$ cat src/rtl/io_writeback_arbiter.sv
// Round-robin arbiter funnelling PORTCOUNT writeback sources into one register-file write port
// through a single output register that can drain and refill in the same cycle.
module io_writeback_arbiter #(
  parameter int unsigned DATABITWIDTH = 16,
  parameter int unsigned PORTCOUNT    = 4
) (
  input  logic                             clk,
  input  logic                             async_rst_n,
  input  logic                             clk_en,
  input  logic [PORTCOUNT-1:0]             WritebackACK,
  output logic [PORTCOUNT-1:0]             WritebackREQ,
  input  logic [PORTCOUNT*4-1:0]           WritebackDestReg,
  input  logic [PORTCOUNT*DATABITWIDTH-1:0] WritebackDataIn,
  output logic                             RegWriteACK,
  input  logic                             RegWriteREQ,
  output logic [3:0]                       RegWriteDest,
  output logic [DATABITWIDTH-1:0]          RegWriteData,
  output logic [2:0]                       RegWriteSrc
);

  localparam int unsigned PtrW = $clog2(PORTCOUNT);
  localparam logic [PtrW:0] PortCntW = (PtrW+1)'(PORTCOUNT);
  localparam logic [PtrW-1:0] LastIdx = PtrW'(PORTCOUNT - 1);

  logic                    out_valid_q, out_valid_d;
  logic [3:0]              dest_q, dest_d;
  logic [DATABITWIDTH-1:0] data_q, data_d;
  logic [2:0]              src_q, src_d;
  logic [PtrW-1:0]         ptr_q, ptr_d;

  logic [3:0]              dest_arr [PORTCOUNT];
  logic [DATABITWIDTH-1:0] data_arr [PORTCOUNT];

  for (genvar g = 0; g < PORTCOUNT; g++) begin : g_unpack
    assign dest_arr[g] = WritebackDestReg[g*4 +: 4];
    assign data_arr[g] = WritebackDataIn[g*DATABITWIDTH +: DATABITWIDTH];
  end

  logic            grant_found;
  logic [PtrW-1:0] grant_idx;
  logic [PtrW:0]   cand_sum;
  logic [PtrW-1:0] cand;
  logic            reg_free;
  logic            accept;
  logic            drain;

  // Search starts at ptr_q and wraps modulo PORTCOUNT; first asserted ACK wins.
  always_comb begin
    grant_found = 1'b0;
    grant_idx   = '0;
    cand_sum    = '0;
    cand        = '0;
    for (int unsigned i = 0; i < PORTCOUNT; i++) begin
      cand_sum = {1'b0, ptr_q} + (PtrW+1)'(i);
      if (cand_sum >= PortCntW) begin
        cand_sum = cand_sum - PortCntW;
      end
      cand = cand_sum[PtrW-1:0];
      if (!grant_found && WritebackACK[cand]) begin
        grant_found = 1'b1;
        grant_idx   = cand;
      end
    end
  end

  assign reg_free = !out_valid_q || RegWriteREQ;
  assign accept   = clk_en && reg_free && grant_found;
  assign drain    = clk_en && out_valid_q && RegWriteREQ;

  always_comb begin
    WritebackREQ = '0;
    for (int unsigned i = 0; i < PORTCOUNT; i++) begin
      WritebackREQ[i] = accept && (grant_idx == PtrW'(i));
    end
  end

  always_comb begin
    out_valid_d = out_valid_q;
    dest_d      = dest_q;
    data_d      = data_q;
    src_d       = src_q;
    ptr_d       = ptr_q;
    if (accept) begin
      out_valid_d = 1'b1;
      dest_d      = dest_arr[grant_idx];
      data_d      = data_arr[grant_idx];
      src_d       = 3'(grant_idx);
      ptr_d       = (grant_idx == LastIdx) ? '0 : grant_idx + 1'b1;
    end else if (drain) begin
      // Payload is left stale on a plain drain; only the valid flag drops.
      out_valid_d = 1'b0;
    end
  end

  always_ff @(posedge clk or negedge async_rst_n) begin
    if (!async_rst_n) begin
      out_valid_q <= 1'b0;
      dest_q      <= '0;
      data_q      <= '0;
      src_q       <= '0;
      ptr_q       <= '0;
    end else begin
      out_valid_q <= out_valid_d;
      dest_q      <= dest_d;
      data_q      <= data_d;
      src_q       <= src_d;
      ptr_q       <= ptr_d;
    end
  end

  assign RegWriteACK  = out_valid_q;
  assign RegWriteDest = dest_q;
  assign RegWriteData = data_q;
  assign RegWriteSrc  = src_q;

endmodule

$ cat config.mk
export PLATFORM = sky130hd
export DESIGN_NAME = io_writeback_arbiter
export DESIGN_NICKNAME = d
export VERILOG_FILES = /design/src/rtl/io_writeback_arbiter.sv
export SDC_FILE = /design/constraint.sdc
export NUM_CORES = 1
export LEC_CHECK = 0
export BUFFER_PORTS_ARGS = -buffer_cell sky130_fd_sc_hd__buf_2
export CORE_ASPECT_RATIO = 0.7
export CORE_MARGIN = 2
export CORE_UTILIZATION = 42
export CTS_CLUSTER_DIAMETER = 30
export DETAILED_ROUTE_END_ITERATION = 6
export PLACE_DENSITY_LB_ADDON = 0.25
export SETUP_SLACK_MARGIN = 0.1
export SYNTH_ARGS = -nofsm -noshare
export SYNTH_HDL_FRONTEND = slang
export SYNTH_SLANG_ARGS = --single-unit
$ cat constraint.sdc
create_clock -name clk -period 2.15 [get_ports clk]
set_input_delay 0.1075 -clock clk [delete_from_list [all_inputs] [get_ports clk]]
set_output_delay 0.1075 -clock clk [all_outputs]
set_load 0.05 [all_outputs]
---- Word-level counts from Yosys, hierarchy flattened ----
Cells that the tools add are included.
storage, ports and cells
  register bits after elaboration ......... 25
  input port bits ......................... 88
  output and inout port bits .............. 28
operators by class
  add/sub/neg operators ................... 8
  $lt $le $gt $ge ......................... 9
  equality and inequality tests ........... 3
  mux-type cells .......................... 29
  bitwise operators ....................... 1
  reductions and logical operators ........ 18
operators with widths
  kind                                                  count
  binary-select mux 16 bit (select 2 bit)               1
  2-to-1 mux 16 bit                                     2
  2-to-1 mux 2 bit                                      9
  >= comparator 3 bit (second input constant)           4
  < comparator 2 x 3 -> 1 bit (second input constant)   4
  logical AND 1 bit                                     11
  2-to-1 mux 1 bit                                      10
  binary-select mux 1 bit (select 2 bit)                4
  binary-select mux 4 bit (select 2 bit)                1
  2-to-1 mux 4 bit                                      2
  subtractor 2 x 1 -> 2 bit (second input constant)     4
  adder 2 x 2 -> 3 bit (second input constant)          2
  equality test 2 bit (second input constant)           2
  logical NOT 1 bit                                     4
  adder 2 x 1 -> 3 bit (second input constant)          1
  >= comparator 2 x 3 -> 1 bit (second input constant)  1
  inverter 2 -> 3 bit                                   1
  adder 2 x 1 -> 2 bit (second input constant)          1
  equality test 2 x 1 -> 1 bit (second input constant)  1
  logical NOT 2 bit                                     1
  nonzero test 2 bit                                    1
  logical OR 1 bit                                      1

---- Logic depth before layout (Yosys ltp) ----
  depth in word-level cells ............... 18
  gate-level depth with buffers ........... 6

---- Worst setup path before layout ----
No wires, ideal clock.
  path kind ............................... flip-flop to output port
  start point ............................. reg out_valid_q (netlist: RegWriteACK)
  end point ............................... out WritebackREQ[0]
  arrival ................................. 2.318 ns
  required time ........................... 2.043 ns
  slack ................................... -0.276 ns
  stages on the path, launching flop included .. 4
  buffers on the path ..................... 0
  cell sequence ........................... dfrtp_1 inv_1 o21ai_2 nor4_1
on the way
  longest elaborated chain between the ends .. 5
ends and longest elaborated chain
  what                            line  RTL
  start, declared                 25    logic out_valid_q, out_valid_d;
  start signal, assigned          103   out_valid_q <= out_valid_d;
  logical NOT 1 bit               66    assign reg_free = !out_valid_q || RegWriteREQ;
  logical OR 1 bit                66
  logical AND 1 bit (2 in a row)  67    assign accept = clk_en && reg_free && grant_found;
  logical AND 1 bit               73    WritebackREQ[i] = accept && (grant_idx == PtrW'(i));
  end, declared                   11    output logic [PORTCOUNT-1:0] WritebackREQ,
Every way passes these cells.

---- Worst setup path in the final report ----
  start point ............................. reg ptr_q[1]
  end point ............................... out WritebackREQ[3]
on the way
  longest elaborated chain between the ends .. 16
ends and longest elaborated chain
  what                                                           line  RTL
  start, declared                                                29    logic [PtrW-1:0] ptr_q, ptr_d;
  start signal, assigned                                         107   ptr_q <= ptr_d;
  branches (longest 15 deep; another with adder 2 x 1 -> 3 bit)  --
  logical AND 1 bit (*)                                          73
Mark *: on every way between the ends. The select of a mux whose other input is x is not followed.

==> run metrics <==
synth-to-layout area growth 39.6%; Total Nets Final 356; Slew Viols, Final 0; WHS 0.130 ns; final worst setup slack 0.209 ns; Slew HR 61.5%; post-synthesis mux area share 23.2%; Iter 0 DRT Violations 71; pre-CTS setup slack 0.0990 ns; type of element capturing the critical path output pin; Yosys reg bits 25; critical path startpoint ptr_q[1]; simple-gate portion of the synthesized area 10.4%; Reg2Reg Setup Slack 0.36 ns; Setup violations, final 0; CTS root buf clkbuf_8; fillers 340; dpl cell area 2330 um^2; Longest Clk Path Bufs 2; overall power 3.06 mW; xor/xnor share of the synthesized area 0.507%; Synth Area per Inst 11.3 um^2; Commonest cells post-synth mux2i_1 (40), dfrtp_1 (25), nand2_1 (25); PwrDens 1270 nW/um^2; routed length per instance 13.4 um; Final Instance Area 2410 um^2; count leader, synth mux2i_1; fin cells 319; CP required 2.04 ns; CTS Sinks 25; period utilisation layout 90.3%; Adder-Cell Fraction of Synth Area 0%; share of layout cells above drive strength 1 57.7%; TritonCTS buffer count 3; outcome completed; drt total wl 4.28 mm; EDFF count, synth 0; HPWL Detailed 3.28 mm; Final Util 61.4%; antenna violations before repair 0; Max Clock Freq 515 MHz; Async SR Flop Fraction 100%; core footprint 3920 um^2; unrepaired setup endpoints after global routing false; Die Span X 80.6 um; final hold violation count 0; Synth area leader dfrtp_1; min Tclk post-route 1.94 ns; Post-synth top flop dfrtp_1; CTS tree done; Post-Syn Nets 241; Post-Place Cells 311; vias in the first global route 1,475; FF-to-FF End RegWriteData[12]; Clk Latency, worst-skew pair 0.27 ns; initial core utilization 44.0%; Reg2Reg Depth 5; Worst Setup EP WritebackREQ[3]; H-tree depth 1; global-route wire length before repair 6.53 mm; Pre-Repair DR Iteration Count 4; Detail Route Antenna Nets 0; # diodes 0; main combinational cell family by area after synthesis multiplexers; register area share after synthesis 36.2%; Fin Setup TNS 0 ns; input/output buffers 114; drt drc 0; largest net degree at the start of global routing 26; Hold Path Class primary input to flop; crit-path max FO 5; GP Congestion 0.840; reg2reg start ptr_q[1]; warnings from Yosys 0; crit start category flop; Unique masters post-synth 28; Slew @ Worst Pin 0.578 ns; Setup Skew 0.00536 ns; Via density 5.09; Compound-Gate Fraction of Synth Area 22.8%; top post-synthesis cells by area dfrtp_1 (36%), mux2i_1 (23%), o221ai_2 (17%); Setup CP Type flop to output pin; Die Ht 57.6 um; Total GRT Usage 17.9%; via count 1,624; worst vdd ir 0.862 mV; Ports 116; Synth top area share 36.2%; gr ovfl total 0; Mapped Cells 153; critical path arrival 1.83 ns; clk slew on worst S/H paths 0.09 ns; mapped cell area 1730 um^2; Cell Rows 19; die area 4650 um^2; max_cap viols 0; Leak 1.30 nW
final cells by class:
| type | instances | area, um^2 | area share (%) |
|---|---|---|---|
| multi-input cells | 112 | 997 | 41.4 |
| clock inverters | 1 | 7.51 | 0.312 |
| repair buffers | 122 | 658 | 27.3 |
| clock buffers | 3 | 41.3 | 1.71 |
| inverters | 4 | 15.0 | 0.623 |
| well taps | 52 | 65.1 | 2.70 |
| flip-flops and latches | 25 | 626 | 26.0 |
timing repair:
item                                    in CTS  in global routing
hold buffers                                 1                  0
hold endpoints to repair                    25                  0
gates resized for setup                      0                  0
endpoints found under the setup margin       1                  0
setup buffers                                3                  0
how the worst min path moves through the flow:
| stage | from | endpoint | cells after the start |
|---|---|---|---|
| after CTS | RegWriteREQ | RegWriteACK | 3 |
| after global routing | RegWriteREQ | RegWriteACK | 3 |
| after global placement | async_rst_n | RegWriteSrc[1] | 1 |
| after floorplan | async_rst_n | RegWriteACK | 0 |
| after detailed placement | async_rst_n | RegWriteSrc[1] | 1 |
| final | RegWriteREQ | RegWriteACK | 3 |
cells in the final DEF (no fill, tap or decap), types with 2 or more instances in the layout:
| cell | netlist | routed |
|---|---|---|
| inv_1 | 4 | 4 |
| a221oi_2 | 2 | 2 |
| mux2i_1 | 40 | 40 |
| buf_12 | 0 | 2 |
| buf_2 | 2 | 114 |
| nand2_1 | 25 | 25 |
| a21oi_1 | 2 | 2 |
| clkbuf_8 | 0 | 3 |
| o21ai_0 | 3 | 3 |
| dfrtp_1 | 25 | 25 |
| nor3_1 | 4 | 4 |
| nor2_1 | 2 | 2 |
| o221ai_2 | 19 | 19 |
| buf_4 | 2 | 5 |
| nand2b_1 | 2 | 2 |
critical path: stages, from the launching register on:
cell and delay [ns]:
dfrtp_1 0.43, a21oi_2 0.14, nor3_1 0.07, or3_4 0.44, nor3_1 0.20, buf_2 0.29
state kept, by name, summed over array words and instances, names as in the netlist:
signal,flops
RegWriteDest,4
ptr_q,2
RegWriteSrc,2
RegWriteACK,1
RegWriteData,16
logic make-up (layout without fill, tap and decap cells):
logic type | after synthesis | count (layout)
buffers and inverters | 16 | 130
and+or+nand+nor | 38 | 38
AOI/OAI and AO/OA | 32 | 32
muxes | 40 | 40
DFF | 25 | 25
other | 1 | 1
xor gates and xnor gates | 1 | 1
where the power goes:
group	total, mW	switching [mW]	internal (mW)
clock network	0.281	0.150	0.131
logic	2.01	1.33	0.684
registers	0.770	0.106	0.663
routing by layer:
layer / GRT usage (%) / wire, um / vias to the layer above
met5: 0 / 0 / -
met4: 2.18 / 8 / 0
met3: 5.30 / 403 / 2
met2: 30.6 / 2030 / 72
met1: 23.6 / 1850 / 751
li1: - / - / 799
Note: power is estimated with default switching activity, not from simulation.
